==> src/rtl/rf_wport_arbiter_pkg.sv <==
// Shared types and defaults for the register-file write-port arbiter.
// RF_WPORT_ARB_TRACE_EN widens FIFO entries to carry the instruction PC.
package rf_wport_arbiter_pkg;

    typedef enum logic {
        ST_NORMAL   = 1'b0,
        ST_FORCE_MD = 1'b1
    } rf_wport_state_e;

    localparam int DEFAULT_FIFO_DEPTH   = 2;
    localparam int DEFAULT_STARVE_LIMIT = 4;
    localparam int DEFAULT_CNT_W        = 3;

`ifdef RF_WPORT_ARB_TRACE_EN
    localparam int MD_FIFO_ENTRY_WD = 69;
`else
    localparam int MD_FIFO_ENTRY_WD = 37;
`endif

endpackage

==> src/rtl/rf_wport_arbiter_md_result_fifo.sv <==
// md_result_fifo: small synchronous FIFO holding mul/div results awaiting
// a write-port slot. Caller guarantees no push when full, no pop when empty.
module md_result_fifo #(
    parameter int DEPTH = 2,
    parameter int WIDTH = 37,
    localparam int PTR_W = $clog2(DEPTH),
    localparam int CNT_W = PTR_W + 1
) (
    input  logic             clk,
    input  logic             rst,
    input  logic             i_push,
    input  logic [WIDTH-1:0] i_data,
    input  logic             i_pop,
    output logic [WIDTH-1:0] o_head,
    output logic             o_full,
    output logic             o_empty,
    output logic [CNT_W-1:0] o_count
);

    logic [PTR_W-1:0] r_wr_ptr;
    logic [PTR_W-1:0] r_rd_ptr;
    logic [CNT_W-1:0] r_count;
    logic [WIDTH-1:0] r_mem [DEPTH];

    // Power-of-two depth lets the pointers wrap by natural overflow.
    always_ff @(posedge clk or posedge rst) begin
        if (rst) begin
            r_wr_ptr <= '0;
            r_rd_ptr <= '0;
            r_count  <= '0;
        end else begin
            if (i_push) r_wr_ptr <= r_wr_ptr + 1'b1;
            if (i_pop)  r_rd_ptr <= r_rd_ptr + 1'b1;
            case ({i_push, i_pop})
                2'b10:   r_count <= r_count + 1'b1;
                2'b01:   r_count <= r_count - 1'b1;
                default: r_count <= r_count;
            endcase
        end
    end

    always_ff @(posedge clk) begin
        if (i_push) r_mem[r_wr_ptr] <= i_data;
    end

    assign o_head  = r_mem[r_rd_ptr];
    assign o_count = r_count;
    assign o_full  = (r_count == CNT_W'(DEPTH));
    assign o_empty = (r_count == '0);

endmodule

==> src/rtl/rf_wport_arbiter.sv <==
// Arbitrates the single RF write port between WB (priority) and buffered
// mul/div results, with starvation forcing. Trace ports: RF_WPORT_ARB_TRACE_EN.
module rf_wport_arbiter
    import rf_wport_arbiter_pkg::*;
#(
    parameter int FIFO_DEPTH   = DEFAULT_FIFO_DEPTH,
    parameter int STARVE_LIMIT = DEFAULT_STARVE_LIMIT,
    parameter int CNT_W        = DEFAULT_CNT_W
) (
    input  logic        clk,
    input  logic        reset,
    input  logic        wb_valid,
    input  logic        wb_we,
    input  logic [4:0]  wb_waddr,
    input  logic [31:0] wb_wdata,
    output logic        wb_ready,
    input  logic        md_valid,
    input  logic [4:0]  md_waddr,
    input  logic [31:0] md_wdata,
    output logic        md_ready,
    output logic        rf_we,
    output logic [4:0]  rf_waddr,
    output logic [31:0] rf_wdata,
`ifdef RF_WPORT_ARB_TRACE_EN
    input  logic [31:0] wb_pc,
    input  logic [31:0] md_pc,
    output logic [31:0] debug_wb_pc,
    output logic [3:0]  debug_wb_rf_wen,
    output logic [4:0]  debug_wb_rf_wnum,
    output logic [31:0] debug_wb_rf_wdata,
`endif
    output logic        md_pending
);

    localparam int FIFO_CNT_W = $clog2(FIFO_DEPTH) + 1;

    rf_wport_state_e r_state;
    rf_wport_state_e w_state_next;
    logic [CNT_W-1:0] r_starve_cnt;

    logic w_wb_grant;
    logic w_md_grant;
    logic w_push;
    logic w_fifo_full;
    logic w_fifo_empty;
    logic w_starve_hit;
    logic [FIFO_CNT_W-1:0]       w_fifo_count;
    logic [MD_FIFO_ENTRY_WD-1:0] w_push_entry;
    logic [MD_FIFO_ENTRY_WD-1:0] w_head;
    logic        w_sel_valid;
    logic [4:0]  w_sel_addr;
    logic [31:0] w_sel_data;

`ifdef RF_WPORT_ARB_TRACE_EN
    assign w_push_entry = {md_pc, md_waddr, md_wdata};
`else
    assign w_push_entry = {md_waddr, md_wdata};
`endif

    assign w_push       = md_valid & ~w_fifo_full;
    assign w_wb_grant   = wb_valid & wb_we & (r_state == ST_NORMAL);
    assign w_md_grant   = ~w_wb_grant & ~w_fifo_empty;
    assign w_starve_hit = w_wb_grant & ~w_fifo_empty &
                          (r_starve_cnt == CNT_W'(STARVE_LIMIT - 1));

    md_result_fifo #(
        .DEPTH (FIFO_DEPTH),
        .WIDTH (MD_FIFO_ENTRY_WD)
    ) u_md_fifo (
        .clk     (clk),
        .rst     (reset),
        .i_push  (w_push),
        .i_data  (w_push_entry),
        .i_pop   (w_md_grant),
        .o_head  (w_head),
        .o_full  (w_fifo_full),
        .o_empty (w_fifo_empty),
        .o_count (w_fifo_count)
    );

    always_ff @(posedge clk or posedge reset) begin
        if (reset) r_state <= ST_NORMAL;
        else       r_state <= w_state_next;
    end

    always_comb begin
        w_state_next = r_state;
        case (r_state)
            ST_NORMAL:   if (w_starve_hit) w_state_next = ST_FORCE_MD;
            ST_FORCE_MD: w_state_next = ST_NORMAL;
        endcase
    end

    // Depends on state only, keeping md_valid out of WB's allow-in path.
    always_comb begin
        wb_ready = (r_state == ST_NORMAL);
    end

    always_ff @(posedge clk or posedge reset) begin
        if (reset) begin
            r_starve_cnt <= '0;
        end else if ((r_state == ST_FORCE_MD) || w_fifo_empty || w_md_grant) begin
            r_starve_cnt <= '0;
        end else if (w_wb_grant) begin
            r_starve_cnt <= r_starve_cnt + 1'b1;
        end
    end

    always_comb begin
        w_sel_valid = 1'b0;
        w_sel_addr  = '0;
        w_sel_data  = '0;
        if (w_wb_grant) begin
            w_sel_valid = 1'b1;
            w_sel_addr  = wb_waddr;
            w_sel_data  = wb_wdata;
        end else if (w_md_grant) begin
            w_sel_valid = 1'b1;
            w_sel_addr  = w_head[36:32];
            w_sel_data  = w_head[31:0];
        end
    end

    // r0 writes retire but leave the bus fully quiet.
    always_ff @(posedge clk or posedge reset) begin
        if (reset) begin
            rf_we    <= 1'b0;
            rf_waddr <= '0;
            rf_wdata <= '0;
        end else if (w_sel_valid && (w_sel_addr != 5'd0)) begin
            rf_we    <= 1'b1;
            rf_waddr <= w_sel_addr;
            rf_wdata <= w_sel_data;
        end else begin
            rf_we    <= 1'b0;
            rf_waddr <= '0;
            rf_wdata <= '0;
        end
    end

`ifdef RF_WPORT_ARB_TRACE_EN
    logic [31:0] r_debug_pc;

    always_ff @(posedge clk or posedge reset) begin
        if (reset) begin
            r_debug_pc <= '0;
        end else if (w_md_grant) begin
            r_debug_pc <= w_head[68:37];
        end else if (wb_valid & wb_ready) begin
            r_debug_pc <= wb_pc;
        end
    end

    assign debug_wb_pc       = r_debug_pc;
    assign debug_wb_rf_wen   = {4{rf_we}};
    assign debug_wb_rf_wnum  = rf_waddr;
    assign debug_wb_rf_wdata = rf_wdata;
`endif

    assign md_ready   = ~w_fifo_full;
    assign md_pending = (w_fifo_count != '0);

endmodule

==> config.mk <==
export PLATFORM = sky130hd
export DESIGN_NAME = rf_wport_arbiter
export DESIGN_NICKNAME = d
export VERILOG_FILES = /design/src/rtl/rf_wport_arbiter_pkg.sv /design/src/rtl/rf_wport_arbiter_md_result_fifo.sv /design/src/rtl/rf_wport_arbiter.sv
export SDC_FILE = /design/constraint.sdc
export NUM_CORES = 1
export LEC_CHECK = 0
export BUFFER_PORTS_ARGS = -buffer_cell sky130_fd_sc_hd__clkbuf_2
export CAP_MARGIN = 0
export CORE_MARGIN = 2
export CORE_UTILIZATION = 51
export DETAILED_ROUTE_END_ITERATION = 16
export PLACE_DENSITY_LB_ADDON = 0.08
export RECOVER_POWER = 25
export SLEW_MARGIN = 10
export SYNTH_ARGS = -nofsm -noshare
export SYNTH_HDL_FRONTEND = slang
export SYNTH_SLANG_ARGS = --single-unit
export TNS_END_PERCENT = 100
==> constraint.sdc <==
create_clock -name clk -period 3.4 [get_ports clk]
set_clock_uncertainty 0.15 [all_clocks]
set_input_delay 0.68 -clock clk [delete_from_list [all_inputs] [get_ports clk]]
set_output_delay 0.68 -clock clk [all_outputs]
set_load 0.02 [all_outputs]
### Yosys cells after proc, flatten, opt, wreduce, memory -nomap -nowiden

Memories as Yosys holds them, arrays and structs flattened.
Index checks and enable logic that the tools add are counted.

* multiplexer cells: 16
* equality and inequality tests: 4
* reduce and logical (&&, ||, !) cells: 8
* bitwise logic cells: 10
* add/sub/neg operators: 5

Operators with widths (count)
* $mux W32: 3
* $mux W5: 3
* $and A1 B1 Y1: 6
* $mux W1: 6
* $mux W3: 2
* $reduce_bool A2 Y1: 3
* $reduce_bool A5 Y1: 1
* $eq A2 B2 Y1 const B: 2
* $not A1 Y1: 4
* $pmux W2 S2: 1
* $add A3 B1 Y3 const B: 1
* $eq A3 B2 Y1 const B: 1
* $add A1 B1 Y1 const B: 2
* $add A2 B1 Y2 const B: 1
* $eq A2 B1 Y1 const B: 1
* $logic_not A2 Y1: 1
* $logic_or A1 B1 Y1: 2
* $pmux W1 S2: 1
* $sub A2 B1 Y2 const B: 1
* $logic_and A1 B1 Y1: 1

* word-level logic and storage cells: 52
* input bits: 79
* memory bits (writable): 74
* memories: 1
* flip-flop bits (word level): 46
* output and inout port bits: 41

Memory list
* u_md_fifo.r_mem: words 2, bits a word 37, read ports 1, clocked after memory_dff 0, wr ports 1, line rf_wport_arbiter_md_result_fifo.sv:23 `logic [WIDTH-1:0] r_mem [DEPTH];`

### Logic depth before layout (Yosys ltp)

* depth in word-level cells: 9
* depth in mapped cells: 8
* depth with buffers taken out: 6

### By module

From an unflattened synthesis, not the netlist that was laid out.

* cell total of the unflattened synthesis: 324
* area total of the unflattened synthesis: 5469.0 um^2

Modules (own cells, without submodules)
* md_result_fifo: sequential area each 2322.2 um^2, area an instance 2940.3 um^2, instances 1, cells each 132
* rf_wport_arbiter: sequential area each 1051.0 um^2, area an instance 2528.7 um^2, instances 1, cells each 192

### Worst setup path before layout

OpenSTA, ideal clock, no wires.

* path kind: register to register
* start point: reg u_md_fifo.r_count[0] (netlist: u_md_fifo.o_count[0])
* end point: mem u_md_fifo.r_mem[0][0] (enable)
* cell stages (with the launch flop): 4
* period minus slack after synthesis: 2.956 ns
* path slack: 0.444 ns
* library setup time: 0.431 ns
* arrival time: 2.375 ns
* required time: 2.819 ns
* path buffers: 0
* cells stage by stage: dfrtp_1 nand2b_1 nand2_1 nor2_1

* cells in the longest elaborated chain, start to end: 5

Ends and longest elaborated chain
* from (decl): line rf_wport_arbiter_md_result_fifo.sv:22 `logic [CNT_W-1:0] r_count;`
* from (signal assigned): line rf_wport_arbiter_md_result_fifo.sv:35 `2'b10: r_count <= r_count + 1'b1;`
* from (signal assigned): line rf_wport_arbiter_md_result_fifo.sv:36 `2'b01: r_count <= r_count - 1'b1;`
* from (signal assigned): line rf_wport_arbiter_md_result_fifo.sv:37 `default: r_count <= r_count;`
* $eq A2 B2 Y1: line rf_wport_arbiter_md_result_fifo.sv:48 `assign o_full = (r_count == CNT_W'(DEPTH));`
* $not A1 Y1
* named net md_ready: line rf_wport_arbiter.sv:20 `output logic md_ready,`
* $and A1 B1 Y1: line rf_wport_arbiter.sv:60 `assign w_push = md_valid & ~w_fifo_full;`
* $mux W1: line rf_wport_arbiter_md_result_fifo.sv:43 `if (i_push) r_mem[r_wr_ptr] <= i_data;`
* $mux W1 (implied by the code): line rf_wport_arbiter_md_result_fifo.sv:43
* to (decl): line rf_wport_arbiter_md_result_fifo.sv:23

The timed path passes the listed nets, and every way through them passes these cells.

### Worst setup path after layout

* start point: reg u_md_fifo.r_count[0] (netlist: u_md_fifo.o_count[0])
* end point: out md_pending

* cells in the longest elaborated chain, start to end: 1

Ends and longest elaborated chain
* $reduce_bool A2 Y1: line rf_wport_arbiter.sv:161 `assign md_pending = (w_fifo_count != '0);`
* to (decl): line rf_wport_arbiter.sv:32 `output logic md_pending`

No other way between the ends.

==> flow_summary.rst <==
.. list-table::
   :header-rows: 1

   * - Metric
     - Value
   * - Inserted Clock Buffers
     - 17
   * - Area added between synthesis and finish
     - 28.66%
   * - Power share of the combinational group
     - 26.5%
   * - Final global-route overflow total
     - 0
   * - Category of the worst setup path launch point
     - flip-flop
   * - Post-synthesis cell type with the largest combined area
     - sky130_fd_sc_hd__edfxtp_1
   * - R2R depth
     - 5
   * - Num rows
     - 34
   * - Number of levels the H-tree was split into
     - 4
   * - Post-synthesis cell type count
     - 27
   * - Vias per Instance
     - 5.437
   * - Clock slew at reported path FFs
     - 60 ps
   * - First-pass GRT wire length
     - 13690 µm
   * - Avg WL per Cell
     - 17.43 µm
   * - Post-synth top flop
     - sky130_fd_sc_hd__edfxtp_1
   * - Relative contribution of sequential cells to total power
     - 39.6%
   * - TritonCTS clock tree
     - built
   * - Number of port buffers
     - 119
   * - Setup ws final
     - 869.9 ps
   * - Worst supply voltage drop on vdd
     - 0.0004846 V
   * - Register bit total from synthesis
     - 120
   * - Maximum number of pins on one net before global-route repair
     - 47
   * - DR vias
     - 2686
   * - Endpoints failing hold
     - 0
   * - Rel. slew slack
     - 32.60%
   * - Layout filler cell count
     - 647
   * - CP peak stage delay
     - 430 ps
   * - Setup repair after global routing missed its margin
     - no
   * - Maximum frequency from static timing analysis
     - 0.3952 GHz
   * - Total iterations of the first detailed-routing run
     - 4
   * - R2r startpoint
     - r_state
   * - Number of max-capacitance violations reported
     - 0
   * - Post-Place Worst Slack
     - 964.6 ps
   * - Worst hold margin
     - 207.5 ps
   * - Start-to-end type of the worst setup path
     - reg -> out
   * - Area inside the core boundary
     - 8636 µm²
   * - HP Class
     - in -> reg
   * - Tmin final
     - 2530 ps
   * - Post-cts sizing count
     - 0
   * - Cell Pwr Density
     - 948.9 nW/µm²
   * - Switching Share
     - 29.85%
   * - Top area cells in the synthesized netlist
     - sky130_fd_sc_hd__edfxtp_1 (50%), sky130_fd_sc_hd__dfrtp_1 (26%), sky130_fd_sc_hd__mux2_2 (8.0%)
   * - Insertion delay of the later-clocked pin in the worst-skew pair
     - 500 ps
   * - Share of cells above drive strength 1
     - 43.26%
   * - Critical Path Sink Type
     - output pin
   * - Portion of total power attributed to the clock network
     - 33.9%
   * - Synth Net Count
     - 329
   * - WL final
     - 8611 µm
   * - Count of antenna diodes in the layout
     - 0
   * - GP Congestion
     - 0.7193
   * - Arrival time reported for the critical path endpoint
     - 1700 ps
   * - Initial DRC Count
     - 163
   * - Share of the yosys chip area belonging to registers
     - 75.31%
   * - Mean post-synth cell area
     - 18.13 µm²
   * - Standby leakage power
     - 0.002332 µW
   * - Half-perimeter wire length after detailed placement
     - 5185 µm
   * - Cell with the biggest individual delay on the critical path
     - sky130_fd_sc_hd__dfrtp_1
   * - Launch point of the critical path
     - u_md_fifo.o_count[0]
   * - Cell with the most instances after synthesis
     - sky130_fd_sc_hd__edfxtp_1
   * - Required time of the critical path
     - 2570 ps
   * - Y dimension of the die
     - 97.72 µm
   * - Starting density of the core
     - 51.87%
   * - Internal power
     - 3836 µW
   * - Async S/R FF share, synth
     - 38.33%
   * - Horizontal die dimension
     - 97.72 µm
   * - Number of nets still failing antenna checks after routing
     - 0
   * - Cell types with the highest counts after synthesis
     - sky130_fd_sc_hd__edfxtp_1 (74), sky130_fd_sc_hd__dfrtp_1 (46), sky130_fd_sc_hd__a32o_1 (32), sky130_fd_sc_hd__mux2_2 (32), sky130_fd_sc_hd__buf_2 (8)
   * - Switching component of the power
     - 1632 µW
   * - Worst hold path depth
     - 1
   * - Post-CTS setup repair buffer count
     - 0
   * - Root buffer selected by CTS
     - sky130_fd_sc_hd__clkbuf_8
   * - Synth warnings
     - 0
   * - Cell-by-cell trace of the critical path
     - nor2_1 > inv_1 > clkbuf_2
   * - EDFF count, synth
     - 74
   * - Outcome
     - completed
   * - Post-synthesis cell count
     - 247
   * - Die Outline Area
     - 9548 µm²
   * - Max Slew Vio Count
     - 0
   * - Number of top-level design ports
     - 120
   * - Via count of the first global-routing pass
     - 2768
   * - Final setup violating endpoints
     - 0
   * - Yosys top cell area share
     - 49.61%
   * - Total standard cell area after synthesis
     - 4479 µm²
   * - Clock sinks
     - 120
   * - Global routing usage summed across all routing layers
     - 19.05%
   * - Number of nets in the final layout
     - 455
   * - Maximum root-to-sink buffer count
     - 2
   * - DRC viols
     - 0
   * - Highest net fanout along the worst path
     - 7
   * - Initial antenna violation count
     - 0
   * - Fin crit share
     - 74.41%
   * - Hold buffers post-CTS
     - 0
   * - Setup TNS
     - 0 ps
   * - Worst-Margin Slew
     - 1010 ps
   * - Worst hold path startpoint
     - md_wdata[15]
==> path summary, 6_finish.rpt <==
check / to / slack (ps)
max: md_pending / 870
max reg2reg: u_md_fifo.o_count[1] / 1340
min in group asynchronous: rf_wdata[16] / 250
max in group asynchronous: u_md_fifo.r_rd_ptr / 2160
min: u_md_fifo.r_mem[0][15] / 210
min reg2reg: r_starve_cnt[0] / 290
==> per-stage QoR <==
| stage | area [µm²] | cells | total power [µW] | util, % |
|---|---|---|---|---|
| 2_1_floorplan | 4479 | 247 | 3188 | - |
| 3_3_place_gp | 5172 | 462 | 3631 | 59.90 |
| 3_5_place_dp | 5172 | 462 | 3663 | 59.90 |
| 4_1_cts | 5797 | 494 | 5537 | 67.13 |
| 5_1_grt | 5763 | 494 | 5732 | 66.73 |
| 6_report | 5763 | 494 | 5469 | 66.73 |
==> power by group through the flow <==
stage / Combinational (µW) / Clock [µW] / Sequential (µW)
4_1_cts: 1480 / 1890 / 2170
3_5_place_dp: 1470 / 0 / 2190
5_1_grt: 1560 / 1960 / 2210
6_report: 1450 / 1850 / 2170
2_1_floorplan: 769 / 0 / 2420
3_3_place_gp: 1460 / 0 / 2180
==> placed cells by master (no fill, tap or decap), drive strengths merged, types with 6 or more instances in the layout <==
master	count
clkbuf	137
nor2	6
nand2	7
edfxtp	74
a32o	32
inv	6
mux2	32
dfrtp	46
==> worst max-delay path: cells and delay by family (launching register included) <==
kind	cells	cell delay, ps
simple gates	1	410
buf+inv	2	360
flops	1	430
==> kinds of logic (layout without fill, tap and decap cells) <==
logic type               Yosys count  after routing  share of synthesized area, %
flip-flops                       120            120                         75.31
buffers and inverters             19            158                         2.318
multiplexers                      37             37                         9.162
AND/OR/NAND/NOR                   23             23                         2.766
AO/OA/AOI/OAI                     40             40                         8.631
adder cells (fa/ha/maj)            3              3                        0.8381
XOR/XNOR                           5              5                        0.9778
==> cell type report <==
type	count	area (µm²)	area share, %
Clock buffer	18	427.9	7.425
Clock inverter	14	196.4	3.409
Inverter	4	15.01	0.2605
Multi-Input combinational cell	108	1030	17.87
Sequential cell	120	3374	58.55
Tap cell	108	135.1	2.345
Timing Repair Buffer	122	584.3	10.14
==> state kept, by name (all words and copies together) (netlist names) <==
name	count
rf_we	1
u_md_fifo.r_wr_ptr	1
r_starve_cnt	3
r_state	1
u_md_fifo.o_count	2
u_md_fifo.r_rd_ptr	1
rf_wdata	32
rf_waddr	5
u_md_fifo.r_mem	74
==> metal layers <==
metal	wire length (µm)	vias to the layer above	track usage (%)
met1	3508	1346	23.32
met5	0	-	0
met3	575	9	7.770
met2	4436	101	30.61
li1	-	1230	-
met4	91	0	7.265
(Power assumes the default switching activity.)
